## config.mk

```make
export PLATFORM = sky130hd
export DESIGN_NAME = seg7_digit_scanner
export DESIGN_NICKNAME = d
export VERILOG_FILES = /design/src/rtl/seg7_digit_scanner.sv
export SDC_FILE = /design/constraint.sdc
export NUM_CORES = 1
export LEC_CHECK = 0
export BUFFER_PORTS_ARGS = -buffer_cell sky130_fd_sc_hd__buf_2
export CORE_ASPECT_RATIO = 0.6
export CORE_MARGIN = 2
export CORE_UTILIZATION = 55
export DETAILED_ROUTE_END_ITERATION = 8
export PLACE_DENSITY = 0.76
export SLEW_MARGIN = 0
export SYNTH_ARGS = -nofsm -noshare
export SYNTH_HDL_FRONTEND = slang
export SYNTH_SLANG_ARGS = --single-unit
export TNS_END_PERCENT = 10
```

## constraint.sdc

```tcl
create_clock -name clk -period 8.1 [get_ports clk]
set_clock_uncertainty 0.2 [all_clocks]
set_input_delay 1.62 -clock clk [delete_from_list [all_inputs] [get_ports clk]]
set_output_delay 1.62 -clock clk [all_outputs]
set_load 0.05 [all_outputs]
```

## src/rtl/seg7_digit_scanner.sv

```systemverilog
// Time-multiplexed scan controller for a common-anode multi-digit 7-segment
// display. Presents one nibble per slot to a downstream hex decoder, drives
// the matching active-low digit enable after an anti-ghost guard interval,
// and swaps in a newly loaded display word only at frame boundaries.
module seg7_digit_scanner #(
  parameter int unsigned DIGITS   = 4,
  parameter int unsigned PRESCALE = 50000,
  parameter int unsigned GUARD    = 16,
  localparam int unsigned IW      = (DIGITS > 1) ? $clog2(DIGITS) : 1
) (
  input  logic                  clk,
  input  logic                  rst_n,
  input  logic [4*DIGITS-1:0]   value,
  input  logic                  load,
  input  logic [DIGITS-1:0]     blankMask,
  output logic [3:0]            hex,
  output logic [DIGITS-1:0]     digitEnN,
  output logic [IW-1:0]         digitIdx,
  output logic                  frameTick
);

  localparam int unsigned CW = (PRESCALE > 1) ? $clog2(PRESCALE) : 1;

  // ST_START is the single cycle following reset: the next edge is a frame
  // boundary that lands on cnt=0/idx=0 instead of counting forward.
  typedef enum logic {
    ST_START,
    ST_SCAN
  } state_t;

  state_t                state, state_n;
  logic [CW-1:0]         cnt, cnt_n;
  logic [IW-1:0]         idx, idx_n;
  logic                  frame_edge;
  logic [4*DIGITS-1:0]   pending, pending_n;
  logic [4*DIGITS-1:0]   active, active_n;
  logic                  pend_valid, pend_valid_n;
  logic [3:0]            hex_n;
  logic [DIGITS-1:0]     en_n;
  logic                  tick_n;

  // Slot/digit counter advance and frame boundary detection.
  always_comb begin
    state_n    = ST_SCAN;
    cnt_n      = '0;
    idx_n      = '0;
    frame_edge = 1'b0;
    case (state)
      ST_START: frame_edge = 1'b1;
      default: begin
        if (cnt != CW'(PRESCALE - 1)) begin
          cnt_n = cnt + CW'(1);
          idx_n = idx;
        end else if (idx == IW'(DIGITS - 1)) begin
          frame_edge = 1'b1;
        end else begin
          idx_n = idx + IW'(1);
        end
      end
    endcase
  end

  // Word staging: a load coinciding with a boundary bypasses pending so the
  // newest word wins; otherwise pending is promoted at the boundary.
  always_comb begin
    pending_n    = pending;
    pend_valid_n = pend_valid;
    active_n     = active;
    if (frame_edge && load) begin
      active_n     = value;
      pending_n    = value;
      pend_valid_n = 1'b0;
    end else begin
      if (frame_edge && pend_valid) begin
        active_n     = pending;
        pend_valid_n = 1'b0;
      end
      if (load) begin
        pending_n    = value;
        pend_valid_n = 1'b1;
      end
    end
  end

  // Outputs derived from the post-edge counter and word so they agree in-cycle.
  always_comb begin
    en_n  = '1;
    hex_n = active_n[4*idx_n +: 4];
    if ((cnt_n >= CW'(GUARD)) && !blankMask[idx_n]) begin
      en_n[idx_n] = 1'b0;
    end
    tick_n = (idx_n == '0) && (cnt_n == '0);
  end

  // State, staging and output registers with synchronous active-low reset.
  always_ff @(posedge clk) begin
    if (!rst_n) begin
      state      <= ST_START;
      cnt        <= '0;
      idx        <= '0;
      pending    <= '0;
      active     <= '0;
      pend_valid <= 1'b0;
      hex        <= '0;
      digitEnN   <= '1;
      digitIdx   <= '0;
      frameTick  <= 1'b0;
    end else begin
      state      <= state_n;
      cnt        <= cnt_n;
      idx        <= idx_n;
      pending    <= pending_n;
      active     <= active_n;
      pend_valid <= pend_valid_n;
      hex        <= hex_n;
      digitEnN   <= en_n;
      digitIdx   <= idx_n;
      frameTick  <= tick_n;
    end
  end

endmodule
```

# [Yosys cells after proc, flatten, opt, wreduce, memory -nomap -nowiden]
# Index checks and enable logic that the tools add are counted.
[totals] wordCells=50 register_bits=61 input_bits=23
[op_classes] n_lt_le_gt_ge=3 n_addsub=2 bitwise=2 n_reduce_logical=12 n_mux=19 n_eq_ne=2 shifts=1
[ops] operator="$mux 16" n=6
[ops] operator="$add 16x1->16 const B" n=1
[ops] operator="$ge 16x5->1 const B" n=1
[ops] operator="$logic_not 16->1" n=1
[ops] operator="$ne 16x16->1 const B" n=1
[ops] operator="$shiftx 16x5->4" n=1
[ops] operator="$mux 1" n=8
[ops] operator="$mux 2" n=3
[ops] operator="$logic_and 1x1->1" n=5
[ops] operator="$not 4->4" n=1
[ops] operator="$reduce_bool 2->1" n=2
[ops] operator="$lt 2x3->1 const B" n=1
[ops] operator="$add 2x1->2 const B" n=1
[ops] operator="$bmux 1 s2" n=1
[ops] operator="$demux 1 s2" n=1
[ops] operator="$eq 2x2->1 const B" n=1
[ops] operator="$ge 2x1->1 const B" n=1
[ops] operator="$logic_not 2->1" n=1
[ops] operator="$reduce_and 2->1" n=1
[ops] operator="$reduce_or 2->1" n=1
[ops] operator="$logic_not 1->1" n=1
[ops] operator="$not 1->1" n=1

# [Longest topological paths before layout]
# Gate-level depths: netlist of the first run.
[logic_depth] word_depth=9 depth_mapped=8 depth_no_buf=7

# [Worst setup path after synthesis of the first run]
# No wires, ideal clock.
[synth_path] kind="input to register" start="input port load" end="register hex[3]" setup_ps=129 arrival_ps=2921 n_path_buf=1 path_stages=7 path_slack_ps=4851 required_time_ps=7771 cell_sequence="clkbuf_1 > nor2_1 > nor2b_1 > a211oi_1 > a211oi_1 > a221oi_2 > o211ai_1"
[synth_via] elab_chain_cells=3
[synth_lines] element="from (decl)" line_no="14" source="input logic load,"
[synth_lines] element="$logic_and 1x1->1" line_no="69" source="if (frame_edge && load) begin"
[synth_lines] element="$mux 16" line_no="69"
[synth_lines] element="$shiftx 16x5->4" line_no="88" source="hex_n = active_n[4*idx_n +: 4];"
[synth_lines] element="to (signal assigned)" line_no="115" source="hex <= hex_n;"
[synth_lines] element="to (decl)" line_no="16" source="output logic [3:0] hex,"
# No other way between the ends.
# A chain may end at the register's enable or synchronous reset.

# [Worst setup path after layout of the first run]
# Same ends and word-level chain as after synthesis.

==> run metrics, run 1 <==
placement row count 20; Syn. warnings 0; data required time at the worst endpoint 8160 ps; top_reg_cell synth dfxtp_1; die width 97.4 um; number of buffers inserted for hold repair after clock tree synthesis 0; proportion of layout cells with a drive suffix above 1 16.5%; hold path startpoint cnt[0]$_SDFF_PN0_; syn avg cell area 8.64 um2; worst-case setup margin in the final layout 4530 ps; overall die area 0.00585 mm2; num ports 34; Fmax achieved 280 MHz; end of the worst register-to-register path digitEnN[2]$_SDFF_PN1_; final weighted congestion of routability-driven global placement 0.924; Resized Gates After CTS 0; number of H-tree branching levels 3; Post-synth EDFFs 0; CP Launch Type input port; vias post-DR 2543; total congestion overflow 0; via count of the first global-routing pass 2269; number of placed instances, taps included 413; worst hold endpoint cnt[0]$_SDFF_PN0_; pin count of the biggest net entering global routing 29; clock latency on the worst-skew pair 340 ps; wire length of the first global-routing pass 11700 um; busiest layer in global routing met1; gate count after technology mapping 333; final std cells w/o fill 429; number of search-and-repair iterations in the first detailed-routing pass 5; unrepaired setup endpoints after global routing false; number of filler cells placed in the layout 446; hold path depth 1; number of clock sinks 61; wire length after detailed routing 7090 um; CP Class input port to register; largest fanout of any net on the critical path 28; cell accounting for the most synthesized area dfxtp_1; core footprint 0.00505 mm2; post-synthesis to final-layout area growth 12.0%; met3 usage in global routing 10.2%; post-detailed-route wirelength per cell 16.5 um; postcts setup bufs 0; starting utilization of the core area 56.9%; count of routing violations after the opening detailed-route iteration 259; final worst path period share 44.1%; asr flop ratio synth 0%; FF+latch count, synth 61; initial antenna violation count 0; Slew Viols, Final 0; endpoints failing setup 0; Final Net Count 383; Arrival @ worst endpoint 3630 ps; remaining antenna violation count after routing 0; largest buffer count on any clock path 2; met2 demand-to-capacity share in global routing 33.8%; share of the yosys chip area belonging to registers 42.4%; Port Buffers 33; final-report hold violation count 0; net count after synthesis 358; top cells by area, synth dfxtp_1 (42%), nor2_1 (8.2%), mux2i_1 (7.3%); clock tree from TritonCTS built; # Max-Cap Violations 0; clock buffer count from CTS 9; drt drc 0; portion of synthesized cell area occupied by the leading cell type 42.4%; total global routing track utilization 26.2%; global-route track usage on met1 39.5%; power density over the cells 193 mW/mm2; r2r setup slk 4980 ps; Clock Pin Slew Worst Setup and Hold Paths 70 ps; die height 60.0 um; Avg Vias per Cell 5.93; status complete, no violations; Cell variety after synth 53; post-detailed-placement half-perimeter wirelength 5140 um; startpoint of the lowest-slack register-to-register path cnt[1]$_SDFF_PN0_; Worst Setup End Kind register; worst-margin pin slew 770 ps; Worst Reg2Reg Path Length in Cells 8; final critical delay including setup and external delays 3570 ps; class of the tightest hold or removal check register to register; antenna cells 0; pre-CTS setup slack 4220 ps; Worst slew margin 48.3%; peak supply drop 0.128 mV; post-synthesis cell area 0.00288 mm2; cell at the root of the clock tree clkbuf_8; Leak 1.23 nW; Setup Total Neg Slack 0 ps
## cell type report
class / instances / area [um2] / share of cell area (%)
clock buffer: 15 / 166 / 5.17
clock inverter: 1 / 5.00 / 0.155
inverter: 11 / 41.3 / 1.28
multi-input combinational: 240 / 1530 / 47.3
sequential: 61 / 1220 / 37.9
tap: 66 / 82.6 / 2.56
timing repair buffer: 35 / 180 / 5.59
## sequential cells by signal, indices dropped and copies added (netlist names)
name and cells:
active 16, pending 16, state 1, idx 2
cnt 16, frameTick 1, hex 4, pend_valid 1
digitEnN 4
## critical path, cell delays in order
cell	delay [ps]
buf_2	530
nor2_1	300
nor2b_1	240
a211oi_1	120
nor4_1	490
o211ai_1	160
o211ai_1	160
## how the worst max path moves through the flow
stage          start           endpoint  cells past startpoint
6_report        load  hex[3]$_SDFF_PN0_                      7
5_1_grt         load  hex[3]$_SDFF_PN0_                      7
4_1_cts         load  hex[3]$_SDFF_PN0_                      7
3_5_place_dp    load  hex[3]$_SDFF_PN0_                      6
3_3_place_gp    load  hex[3]$_SDFF_PN0_                      6
2_1_floorplan   load  hex[3]$_SDFF_PN0_                      7
## report_power, final
group	leakage, nW	switching [W]	internal [W]
combinational	0.642	0.0000368	0.0000229
sequential	0.500	0.00000842	0.000313
clock	0.0877	0.000114	0.000128
## cells in the final DEF, fill, tap and decap left out, types with 9 or more instances in the layout
cell type  Yosys  routed
nor2_1        63      63
dfxtp_1       61      61
buf_2          3      33
mux2i_1       21      21
o21ai_0       14      14
nand2_1       12      12
inv_1         11      11
nor3_1        11      11
xnor2_1       11      11
clkbuf_8       0      11
nand3_1       10      10
a21oi_1        9       9
## cells by family (layout without fill, tap and decap cells)
group / Yosys count / after routing / synth area share [%]
and+or+nand+nor: 129 / 129 / 21.7
DFF: 61 / 61 / 42.4
muxes: 22 / 22 / 7.70
xor gates and xnor gates: 15 / 15 / 4.57
buffers and inverters: 32 / 62 / 4.57
AOI/OAI and AO/OA: 72 / 72 / 18.2
adders and majority gates: 2 / 2 / 0.869
## Yosys cell counts (3+ instances only)
| library cell | n |
|---|---|
| o211ai_1 | 4 |
| nor3_1 | 11 |
| xnor2_1 | 11 |
| nand3_1 | 10 |
| nand2_1 | 12 |
| xor2_1 | 4 |
| inv_1 | 11 |
| o21a_1 | 3 |
| buf_2 | 3 |
| o22ai_1 | 3 |
| a31o_2 | 3 |
| nand2b_1 | 3 |
| a211oi_1 | 6 |
| nor4_1 | 5 |
| nand4_1 | 6 |
| mux2i_1 | 21 |
| clkbuf_1 | 16 |
| a32oi_1 | 3 |
| or3_1 | 4 |
| a31oi_1 | 5 |
| dfxtp_1 | 61 |
| a21oi_1 | 9 |
| o22a_1 | 6 |
| o21ai_0 | 14 |
| o221ai_1 | 3 |
| nor2_1 | 63 |
## routing by layer
layer / vias to the layer above / share of wire (%)
li1: 1250 / -
met1: 1160 / 51
met2: 124 / 38
met3: 9 / 10
met4: 0 / 1.0
met5: - / 0
## per-stage QoR
stage               hold slack [ps]  power, W  area [um2]  utilization, %
detailed placement              270  0.000387        3050            60.3
global route                    327  0.000648        3220            63.7
CTS                             285  0.000625        3220            63.7
finish                          286  0.000623        3220            63.7
floorplan                       237  0.000369        2880               -
global placement                259  0.000386        3050            60.3
Power figures use the tool's default switching activity.
==> inputs of run 2 (changes only) <==
--- a/config.mk
+++ b/config.mk
@@ -5,6 +5,7 @@
 export SDC_FILE = /design/constraint.sdc
 export NUM_CORES = 1
 export LEC_CHECK = 0
+export ABC_AREA = 1
 export BUFFER_PORTS_ARGS = -buffer_cell sky130_fd_sc_hd__buf_2
 export CORE_ASPECT_RATIO = 0.6
 export CORE_MARGIN = 2
==> constraint.sdc (replaced) <==
create_clock -name clk -period 3.7 [get_ports clk]
set_clock_uncertainty 0.2 [all_clocks]
set_input_delay 0.74 -clock clk [delete_from_list [all_inputs] [get_ports clk]]
set_output_delay 0.74 -clock clk [all_outputs]
set_load 0.05 [all_outputs]
==> run 2 against run 1 <==
Against the previous run:
- total power increased by 150%
- clock power increased to 3.0 times the previous value
- final cell count increased by 19%
- via count increased by 13%
- clock-buffer cell count decreased by 3
- synthesized area increased by 1.9%
- utilization increased by 1.3 points
- critical path type is now register to register
- critical endpoint is now hex[2]$_SDFF_PN0_
==> run metrics, run 2 <==
final std cells w/o fill 512; commonest cells in the synthesized netlist nand2_1 (87), nor2_1 (70), dfxtp_1 (61); die height 60.6 um; data required time at the worst endpoint 3720 ps; total global routing track utilization 27.0%; CP Class register to register; hold path startpoint pending[14]$_SDFFE_PN0P_; Final Net Count 466; Resized Gates After CTS 0; wire length of the first global-routing pass 11900 um; postcts setup bufs 0; post-synthesis to final-layout area growth 13.2%; clock latency on the worst-skew pair 340 ps; Worst slew margin 56.8%; end of the worst register-to-register path hex[2]$_SDFF_PN0_; Leak 1.56 nW; cell accounting for the most synthesized area dfxtp_1; r2r setup slk 1130 ps; final-report hold violation count 0; cell at the root of the clock tree clkbuf_8; cell with the biggest individual delay on the critical path inv_1; proportion of layout cells with a drive suffix above 1 16.6%; asr flop ratio synth 0%; busiest layer in global routing met1; number of clock sinks 61; worst setup path startpoint cnt[0]$_SDFF_PN0_; CP Launch Type register; # Max-Cap Violations 0; Cell variety after synth 31; post-detailed-placement half-perimeter wirelength 5430 um; Port Buffers 33; slowest cell delay on critical path 360 ps; Clock Pin Slew Worst Setup and Hold Paths 70 ps; end-of-flow core utilization 65.0%; Setup crit end hex[2]$_SDFF_PN0_; Bufs and invs on worst path 1; Setup Total Neg Slack 0 ps; final worst path period share 69.3%; Final Power 0.00156 W; placement row count 20; Fmax achieved 390 MHz; Syn. warnings 0; top_reg_cell synth dfxtp_1; Post-synth EDFFs 0; overall die area 0.00595 mm2; largest buffer count on any clock path 2; power density over the cells 468 mW/mm2; largest fanout of any net on the critical path 27; count of routing violations after the opening detailed-route iteration 305; logic depth of the worst setup path including buffers 12; number of buffers inserted for hold repair after clock tree synthesis 0; class of the tightest hold or removal check register to register; met3 usage in global routing 11.4%; number of filler cells placed in the layout 462; pin count of the biggest net entering global routing 39; drt drc 0; net count after synthesis 441; unrepaired setup endpoints after global routing false; number of H-tree branching levels 3; initial antenna violation count 0; final critical delay including setup and external delays 2570 ps; worst-margin pin slew 645 ps; number of placed instances, taps included 496; vias post-DR 2867; remaining antenna violation count after routing 0; number of search-and-repair iterations in the first detailed-routing pass 7; Worst Reg2Reg Path Length in Cells 12; starting utilization of the core area 57.5%; startpoint of the lowest-slack register-to-register path cnt[0]$_SDFF_PN0_; clock tree from TritonCTS built; die width 98.3 um; Worst Setup End Kind register; global-route track usage on met1 41.5%; num ports 34; clock buffer count from CTS 9; gate count after technology mapping 416; cell-by-cell trace of the critical path ha_1, nand3_1, nor2_2, nand2_4, nand2_8, nand3_4, inv_1, nand2_1, nand3_1, nand2_1, nor2_1, nor2_1; family with the most delay on the worst path simple AND/OR/NAND/NOR gates; top flop regs active: 16 flops, cnt: 16 flops, pending: 16 flops; peak supply drop 0.316 mV; most common library cell in the layout ignoring fill and taps nand2_1; status complete, no violations; total congestion overflow 0; Slew Viols, Final 0; wire length after detailed routing 7640 um; met2 demand-to-capacity share in global routing 32.2%; antenna cells 0; core footprint 0.00510 mm2; most frequent cells in the layout nand2_1 (87), nor2_1 (70), dfxtp_1 (61), nand3_1 (53), buf_2 (33); FF+latch count, synth 61; share of the yosys chip area belonging to registers 41.6%; top cells by area, synth dfxtp_1 (42%), nand2_1 (11%), nand3_1 (9.0%); syn avg cell area 7.05 um2; final weighted congestion of routability-driven global placement 0.869; endpoints failing setup 0; portion of synthesized cell area occupied by the leading cell type 41.6%; most frequent cell after synthesis nand2_1; post-synthesis cell area 0.00293 mm2; Avg Vias per Cell 5.60; via count of the first global-routing pass 2327; post-detailed-route wirelength per cell 14.9 um; Arrival @ worst endpoint 2590 ps
[run 2: area by class of cell]
class                           instances  area (um2)  area share [%]
Clock buffer                           12         145            4.37
Clock inverter                          4        95.1            2.86
Inverter                               31         116            3.51
Multi-Input combinational cell        304        1490            44.8
Sequential cell                        61        1220            36.8
Tap cell                               66        82.6            2.49
Timing Repair Buffer                   34         173            5.20
[run 2: layer usage]
metal	wire length [um]	share of wire [%]
met5	0	0
met2	2740	36
met1	3840	50
met4	134	1.8
met3	931	12
[run 2: worst min path at each step]
stage,depth (start not counted),slack (ps),endpoint
global route,2,290,pending[14]$_SDFFE_PN0P_
detailed placement,2,260,pending[14]$_SDFFE_PN0P_
global placement,2,250,pending[14]$_SDFFE_PN0P_
finish,2,270,pending[14]$_SDFFE_PN0P_
CTS,2,270,pending[14]$_SDFFE_PN0P_
floorplan,2,230,pending[14]$_SDFFE_PN0P_
[run 2: logic make-up after synthesis]
family | count (synthesis) | share of synthesized area [%]
DFF | 61 | 41.6
buffers and inverters | 51 | 7.68
AOI/OAI and AO/OA | 39 | 7.04
adders and majority gates | 2 | 0.853
xor gates and xnor gates | 3 | 0.896
and+or+nand+nor | 260 | 41.9
[run 2: where the power goes]
group	total [W]	switching (W)	internal (W)	leakage (nW)
Sequential	0.000702	0.0000173	0.000685	0.500
Combinational	0.000132	0.0000906	0.0000414	0.940
Clock	0.000721	0.000255	0.000465	0.121
[run 2: metrics by stage]
step	area (um2)	worst slack, ps	hold slack, ps
4_1_cts	3320	1200	268
2_1_floorplan	2930	1600	229
3_3_place_gp	3080	1250	252
5_1_grt	3320	885	288
6_report	3320	1130	272
3_5_place_dp	3080	1200	257
[run 2: worst register-to-register path: cells and delay by family (launching register included)]
family / cells / cell delay, ps
buffers and inverters: 1 / 370
adder cells (fa/ha/maj): 1 / 190
flip-flops: 1 / 350
AND/OR/NAND/NOR: 10 / 1330
